==> src/rtl/d_operand_stage.sv <==
// Decode-to-execute operand stage: RF read addressing, X/W bypass, load-use bubble, D/X register.
// Optional load-use bubble counter (stall_cnt) is built when DOS_STALL_CNT_EN is defined.
module d_operand_stage #(
  parameter int unsigned XLEN = 32
) (
  input  logic            clk,
  input  logic            reset,
  input  logic            dec_valid,
  output logic            dec_ready,
  input  logic [XLEN-1:0] dec_pc,
  input  logic [31:0]     dec_inst,
  output logic [4:0]      rf_rs1_addr,
  output logic [4:0]      rf_rs2_addr,
  input  logic [XLEN-1:0] rf_rs1_data,
  input  logic [XLEN-1:0] rf_rs2_data,
  input  logic            x_rd_valid,
  input  logic [4:0]      x_rd,
  input  logic            x_rd_ready,
  input  logic [XLEN-1:0] x_data,
  input  logic            w_we,
  input  logic [4:0]      w_rd,
  input  logic [XLEN-1:0] w_data,
  input  logic            flush,
  input  logic            x_ready,
  output logic            x_valid,
  output logic [XLEN-1:0] x_pc,
  output logic [31:0]     x_inst,
  output logic [XLEN-1:0] x_rs1_val,
  output logic [XLEN-1:0] x_rs2_val
`ifdef DOS_STALL_CNT_EN
  ,
  output logic [31:0]     stall_cnt
`endif
);

  typedef enum logic [6:0] {
    OPC_LUI    = 7'b0110111,
    OPC_AUIPC  = 7'b0010111,
    OPC_JAL    = 7'b1101111,
    OPC_OP     = 7'b0110011,
    OPC_STORE  = 7'b0100011,
    OPC_BRANCH = 7'b1100011
  } opcode_e;

  logic [6:0]      opcode;
  logic            uses_rs1;
  logic            uses_rs2;
  logic            haz_rs1;
  logic            haz_rs2;
  logic            hazard;
  logic            load_en;
  logic            accept;
  logic [XLEN-1:0] rs1_val;
  logic [XLEN-1:0] rs2_val;

  logic            x_valid_q;
  logic [XLEN-1:0] x_pc_q;
  logic [31:0]     x_inst_q;
  logic [XLEN-1:0] x_rs1_q;
  logic [XLEN-1:0] x_rs2_q;

  // x0 reads as zero even if a stage claims to write it; X beats W beats the array.
  function automatic logic [XLEN-1:0] resolve(
    input logic [4:0]      addr,
    input logic [XLEN-1:0] rf_val,
    input logic            xv,
    input logic [4:0]      xrd,
    input logic [XLEN-1:0] xd,
    input logic            wv,
    input logic [4:0]      wrd,
    input logic [XLEN-1:0] wd
  );
    logic [XLEN-1:0] r;
    if (addr == 5'd0)                r = '0;
    else if (xv && (xrd == addr))    r = xd;
    else if (wv && (wrd == addr))    r = wd;
    else                             r = rf_val;
    return r;
  endfunction

  assign opcode      = dec_inst[6:0];
  assign rf_rs1_addr = dec_inst[19:15];
  assign rf_rs2_addr = dec_inst[24:20];

  always_comb begin
    uses_rs1 = 1'b1;
    uses_rs2 = 1'b0;
    case (opcode)
      OPC_LUI, OPC_AUIPC, OPC_JAL:   uses_rs1 = 1'b0;
      OPC_OP, OPC_STORE, OPC_BRANCH: uses_rs2 = 1'b1;
      default: ;
    endcase
  end

  always_comb begin
    rs1_val = resolve(rf_rs1_addr, rf_rs1_data, x_rd_valid, x_rd, x_data, w_we, w_rd, w_data);
    rs2_val = resolve(rf_rs2_addr, rf_rs2_data, x_rd_valid, x_rd, x_data, w_we, w_rd, w_data);
  end

  // Only an unready producer in X stalls; W is always forwardable.
  assign haz_rs1 = uses_rs1 && (rf_rs1_addr != 5'd0) && x_rd_valid && (x_rd == rf_rs1_addr) && !x_rd_ready;
  assign haz_rs2 = uses_rs2 && (rf_rs2_addr != 5'd0) && x_rd_valid && (x_rd == rf_rs2_addr) && !x_rd_ready;
  assign hazard  = dec_valid && (haz_rs1 || haz_rs2);

  assign load_en   = !x_valid_q || x_ready;
  assign accept    = load_en && dec_valid && !hazard;
  assign dec_ready = flush || (load_en && !hazard);

  always_ff @(posedge clk or negedge reset) begin
    if (!reset) begin
      x_valid_q <= 1'b0;
      x_pc_q    <= '0;
      x_inst_q  <= '0;
      x_rs1_q   <= '0;
      x_rs2_q   <= '0;
    end else if (flush) begin
      x_valid_q <= 1'b0;
    end else if (accept) begin
      x_valid_q <= 1'b1;
      x_pc_q    <= dec_pc;
      x_inst_q  <= dec_inst;
      x_rs1_q   <= rs1_val;
      x_rs2_q   <= rs2_val;
    end else if (load_en) begin
      x_valid_q <= 1'b0;
    end
  end

  assign x_valid   = x_valid_q;
  assign x_pc      = x_pc_q;
  assign x_inst    = x_inst_q;
  assign x_rs1_val = x_rs1_q;
  assign x_rs2_val = x_rs2_q;

`ifdef DOS_STALL_CNT_EN
  logic [31:0] stall_cnt_q;
  logic [31:0] stall_cnt_d;

  always_comb begin
    stall_cnt_d = stall_cnt_q;
    if (load_en && hazard && !flush) stall_cnt_d = stall_cnt_q + 32'd1;
  end

  always_ff @(posedge clk or negedge reset) begin
    if (!reset) stall_cnt_q <= '0;
    else        stall_cnt_q <= stall_cnt_d;
  end

  assign stall_cnt = stall_cnt_q;
`endif

endmodule

==> config.mk <==
export PLATFORM = sky130hd
export DESIGN_NAME = d_operand_stage
export DESIGN_NICKNAME = d
export VERILOG_FILES = /design/src/rtl/d_operand_stage.sv
export SDC_FILE = /design/constraint.sdc
export NUM_CORES = 1
export LEC_CHECK = 0
export CAP_MARGIN = 20
export CELL_PAD_IN_SITES_DETAIL_PLACEMENT = 1
export CELL_PAD_IN_SITES_GLOBAL_PLACEMENT = 1
export CORE_ASPECT_RATIO = 0.8
export CORE_UTILIZATION = 30
export CTS_CLUSTER_SIZE = 14
export DETAILED_ROUTE_END_ITERATION = 8
export GPL_TIMING_DRIVEN = 0
export PLACE_DENSITY = 0.82
export SLEW_MARGIN = 20
export SYNTH_ARGS = -nofsm -noshare
export SYNTH_HDL_FRONTEND = slang
export SYNTH_SLANG_ARGS = --single-unit
==> constraint.sdc <==
create_clock -name clk -period 1.85 [get_ports clk]
set_clock_uncertainty 0.05 [all_clocks]
set_input_delay 0.185 -clock clk [delete_from_list [all_inputs] [get_ports clk]]
set_output_delay 0.185 -clock clk [all_outputs]
set_load 0.01 [all_outputs]
## Word-level counts from Yosys, hierarchy flattened

Cells that the tools add are included.

| storage, ports and cells | value |
|---|---|
| register bits | 129 |
| input port bits | 210 |
| output and inout bits | 140 |

| operators by class | value |
|---|---|
| equality and inequality tests | 10 |
| multiplexer cells | 11 |
| bitwise operators | 1 |
| reduce and logical (&&, ||, !) cells | 30 |

Operators by type and width:

| cell | number |
|---|---|
| 2-to-1 mux 32 bit | 6 |
| equality test 7 x 6 -> 1 bit (second input constant) | 3 |
| equality test 5 bit | 4 |
| logical AND 1 bit | 16 |
| equality test 7 bit (second input constant) | 2 |
| logical NOT 5 bit | 2 |
| nonzero test 5 bit | 2 |
| equality test 7 x 5 -> 1 bit (second input constant) | 1 |
| OR reduction 3 bit | 2 |
| 2-to-1 mux 1 bit | 5 |
| logical NOT 1 bit | 3 |
| logical OR 1 bit | 3 |
| nonzero test 3 bit | 1 |
| AND reduction 2 bit | 1 |
| NOT 1 bit | 1 |

## Depth between registers and ports, before layout

| depth | value |
|---|---|
| word-level depth | 13 |
| gate-level depth with buffers | 10 |

## Worst setup path before layout

No wires, ideal clock.

| timing path | value |
|---|---|
| path kind | input port to flip-flop |
| start | input dec_inst[17] |
| end | register x_rs1_q[10], in the netlist x_rs1_val[10] |
| library setup time | 0.147 ns |
| arrival time | 1.890 ns |
| data required time | 1.653 ns |
| path slack | -0.237 ns |
| cell stages on the path | 10 |
| path through | or4_4 > nor2_4 > nor2_1 > a311o_1 > buf_2 > buf_6 > buf_6 > buf_2 > nand2_1 > o41ai_2 |

| on the way | value |
|---|---|
| cells in the longest elaborated chain, start to end | 10 |
| elaborated cells between the ends (all ways) | 18 |

Ends and longest elaborated chain:

| what | line | text |
|---|---|---|
| from (decl) | 11 | `input logic [31:0] dec_inst,` |
| nonzero test 5 bit | 101 | `assign haz_rs1 = uses_rs1 && (rf_rs1_addr != 5'd0) && x_rd_valid && (x_rd == rf_rs1_addr) && !x_rd_ready;` |
| logical AND 1 bit (4 in series) | 101 |  |
| logical OR 1 bit | 103 | `assign hazard = dec_valid && (haz_rs1 \|\| haz_rs2);` |
| logical AND 1 bit | 103 |  |
| logical NOT 1 bit | 106 | `assign accept = load_en && dec_valid && !hazard;` |
| logical AND 1 bit | 106 |  |
| AND reduction 2 bit (no source line) | n/a |  |
| to (signal assigned) | 122 | `x_rs1_q <= rs1_val;` |
| to (decl) | 59 | `logic [XLEN-1:0] x_rs1_q;` |

Several ways; a longest one is shown, not always the timed one.
A chain may end at the register's enable or synchronous reset.

## Worst setup path in the final report

| timing path | value |
|---|---|
| start | input dec_inst[22] |
| end | register x_rs2_q[6], in the netlist x_rs2_val[6] |

| on the way | value |
|---|---|
| cells in the longest elaborated chain, start to end | 10 |
| elaborated cells between the ends (all ways) | 18 |

Ends and longest elaborated chain:

| what | line | text |
|---|---|---|
| nonzero test 5 bit | 102 | `assign haz_rs2 = uses_rs2 && (rf_rs2_addr != 5'd0) && x_rd_valid && (x_rd == rf_rs2_addr) && !x_rd_ready;` |
| logical AND 1 bit (4 in series) | 102 |  |
| logical OR 1 bit | 103 |  |
| logical AND 1 bit | 103 |  |
| logical NOT 1 bit | 106 |  |
| logical AND 1 bit | 106 |  |
| AND reduction 2 bit (no source line) | n/a |  |
| to (signal assigned) | 123 | `x_rs2_q <= rs2_val;` |
| to (decl) | 60 | `logic [XLEN-1:0] x_rs2_q;` |

Several ways; a longest one is shown, not always the timed one.

==> impl_metrics.toml <==
[route]
drc_errors = 0
first_pass_iters = 4
vias = 7385
wl_per_cell_um = 25.2
via_per_inst = 5.25
wl_um = 35400
ant_nets = 0
drt_iter0_drc = 428

[clocking]
cts_tree = "yes"
htree_num_levels = 4
cts_root_buffer = "clkbuf_16"
cts_max_path_buffers = 2
clkTransAtPathRegs_ns = 0.07
clock-sinks = 129
clk_latency_ns = 0.42
numCtsBuffers = 17

[run]
cap_viol_max_count = 0

[floorplan]
die_x_um = 173
dieArea_mm2 = 0.0240
rows = 49
die_h_um = 139
initial_core_util_pct = 30.9
pin_count = 350
core_mm2 = 0.0227

[pwr]
p_leak_nw = 5.77
ir_drop_mv = 0.462
p_per_area_mw_per_mm2 = 812

[min_path]
hp-class = "primary input to flop"

[sta]
worst_pin_slew_ns = 0.945
rsz0062_at_grt = "true"
setup_slack_ns = -0.247
setup_violations = 129
hold-worst-slack_ns = -0.000722
period_minus_slack_ns = 2.10
maxClockFrequency_ghz = 0.477
period_share_pct = 113
final.setup.tns_ns = -22.69
hold_viol_final = 1
slew_viol_final = 0
max_slew_margin_pct = 37.0

[layout]
num-fill-cells = 2358
fin_nets = 1295
layout.cells.non_filler = 1406
seq_area_mm2 = 0.00323
area_delta_synth_final_pct = 90.1
layout-drive-gt1-share_pct = 30.5
multi_input_comb_area_mm2 = 0.00427

[synth]
yosys.area.top_type = "dfrtp_1"
syn_inst = 673
synthDistinctLibCells = 42
avgSynthCellArea_um2 = 10.4
syn-cell-area_mm2 = 0.00702
synth_top_area_share_pct = 46.0
ys_ff_latch = 129
syn-num-nets = 883
synth_warnings = 0
ys_seq_area_share_pct = 46.0
yosys-top-cells-area = "dfrtp_1, o41ai_2, mux2_2"

[critical_path]
cp-start-kind = "primary input"
crit_arrival_ns = 2.41
crit_chain = "buf_12, or4_4, nor2_4, nor4b_4, buf_4, a311o_1, buf_6, buf_4, a2111oi_2, a21o_1"
crit_required_ns = 2.16
critPathMostFrequentCell = "buf_4"
criticalPathCategory = "primary input to flop"
slowest_stage = "or4_4"
crit_family = "compound AO/OA/AOI/OAI gates"
path_buf_inv = 4
worstPathMaxFanout = 10
cpPeakStageDelay_ns = 0.54
end_kind = "flop"

[global_route]
grt_max_degree = 68
grt.total_usage_pct = 28.1
first_global_vias = 8241
grt_overflow = 0
antenna_found_initial = 2
grt_pass1_wl_um = 50700

[status]
outcome = "finished with violations"
violations = "hold timing, setup timing"

[place]
port_buffers = 349
place_inst = 1329
dp_hpwl_um = 24000
gp_congestion = 0.837
[per-layer routing]
layer | share of wire (%) | global-route usage (%) | vias up
met4 | 2.6 | 10.1 | 0
met2 | 51 | 49.1 | 305
met1 | 39 | 33.5 | 3773
met3 | 6.6 | 6.91 | 58
li1 | - | - | 3249
met5 | 0 | 0 | -
[per-stage QoR]
step | total power [mW] | util (%) | setup slack [ns] | area (um2) | hold WS, ns
2_1_floorplan | 4.79 | - | -0.215 | 7150 | -0.161
3_3_place_gp | 6.65 | 48.6 | -5.00 | 11000 | 0.409
3_5_place_dp | 6.75 | 48.8 | -1.48 | 11100 | 0.116
4_1_cts | 10.7 | 56.7 | -0.238 | 12900 | 0.0247
5_1_grt | 11.2 | 58.8 | -0.276 | 13300 | 0.00187
6_report | 10.8 | 58.8 | -0.247 | 13300 | -0.000722
[report_power, final]
group	leakage (nW)	switching [mW]	total [mW]	internal, mW
Clock	0.302	1.63	3.59	1.96
Combinational	3.91	1.46	3.59	2.13
Sequential	1.56	0.343	3.65	3.31
[path summary, 6_finish.rpt]
check,from,cells past startpoint,slack (ns),end
worst max-delay path,dec_inst[22],10,-0.25,x_rs2_val[6]
worst min-delay path,dec_inst[16],2,-0.0007,x_inst[16]
worst max register to register,x_valid,7,-0.05,x_rs2_val[6]
worst min register to register,x_rs2_val[23],1,0.43,x_rs2_val[23]
max in group asynchronous,reset,3,0.79,x_rs2_val[28]
min in group asynchronous,reset,2,0.23,x_pc[9]
[timing repair]
action | 4_1_cts | 5_1_grt
endpoints found under the setup margin | 130 | 130
hold endpoints to repair | 63 | 1
buffers inserted | 26 | 4
cloned | 9 | 9
pin swaps | 53 | 69
hold buffers | 2 | 1
gates resized for setup | 223 | 121
[flip-flops by register name, indices dropped and copies added (netlist names)]
| signal | cells |
|---|---|
| x_inst | 32 |
| x_pc | 32 |
| x_rs1_val | 32 |
| x_rs2_val | 32 |
| x_valid | 1 |
[cell usage after synthesis]
cell type	count
a2111oi_0	14
a2111oi_1	8
a2111oi_2	10
a21o_1	33
a21oi_1	60
a221o_1	1
a222oi_1	1
a311o_1	1
and2_1	1
and3_1	2
buf_1	1
buf_2	12
buf_4	11
buf_6	8
clkbuf_1	33
dfrtp_1	129
inv_1	6
mux2_1	2
mux2_2	38
mux2_4	20
mux2i_1	4
nand2_1	100
nand2b_1	5
nand3_1	3
nand3b_1	1
nand4_1	2
nor2_1	66
nor2_4	2
nor2b_1	1
nor3_1	1
nor3_2	1
nor3_4	1
nor4_1	1
nor4b_1	2
o2111ai_1	1
o21ai_0	40
o22ai_1	1
o41ai_2	32
or3_1	2
or4_4	2
xnor2_1	9
xor2_1	5
[worst reg2reg max path: stages (launching register included)]
cell	delay [ns]
dfrtp_1	0.38
nand2b_1	0.13
nand3b_1	0.09
a311o_1	0.32
buf_6	0.16
buf_4	0.22
a2111oi_2	0.37
a21o_1	0.13
[cell usage in the layout (no fill, tap or decap), types with 3 or more instances in the layout]
cell type	instances
buf_2	4
mux2i_1	4
o21ai_0	32
buf_6	14
a21o_1	33
o21ai_2	5
inv_1	5
clkbuf_2	19
o41ai_4	8
mux2_2	38
buf_4	31
clkbuf_16	29
xor2_2	4
buf_12	17
o41ai_2	24
a21oi_1	59
nand2b_1	4
a2111oi_2	7
mux2_4	22
inv_8	8
inv_6	5
nand2_2	16
a2111oi_4	25
nand2_1	64
buf_8	8
clkdlybuf4s50_1	318
buf_16	6
xnor2_1	9
dfrtp_1	129
clkbuf_4	3
clkbuf_1	10
nor2_1	64
o21ai_1	3
dlygate4sd3_1	3
nand2_4	20
dlygate4sd2_1	9
[kinds of logic (layout without fill, tap and decap cells)]
logic type	count (synthesis)	after routing	synth area share, %
other	0	2	0
AO/OA/AOI/OAI	202	202	23.7
flip-flops	129	129	46.0
buffers and inverters	71	496	5.46
XOR/XNOR	14	14	1.75
AND/OR/NAND/NOR	193	193	11.8
multiplexers	64	64	11.3
[layout make-up]
cell class,instances,area share (%)
clock inverters,15,1.35
repair buffers,398,31.5
plain buffers,60,4.75
flip-flops and latches,129,24.2
diodes,2,0.0375
well taps,306,2.87
clock buffers,17,3.19
multi-input cells,473,32.0
inverters,6,0.169
Power figures use the tool's default switching activity.
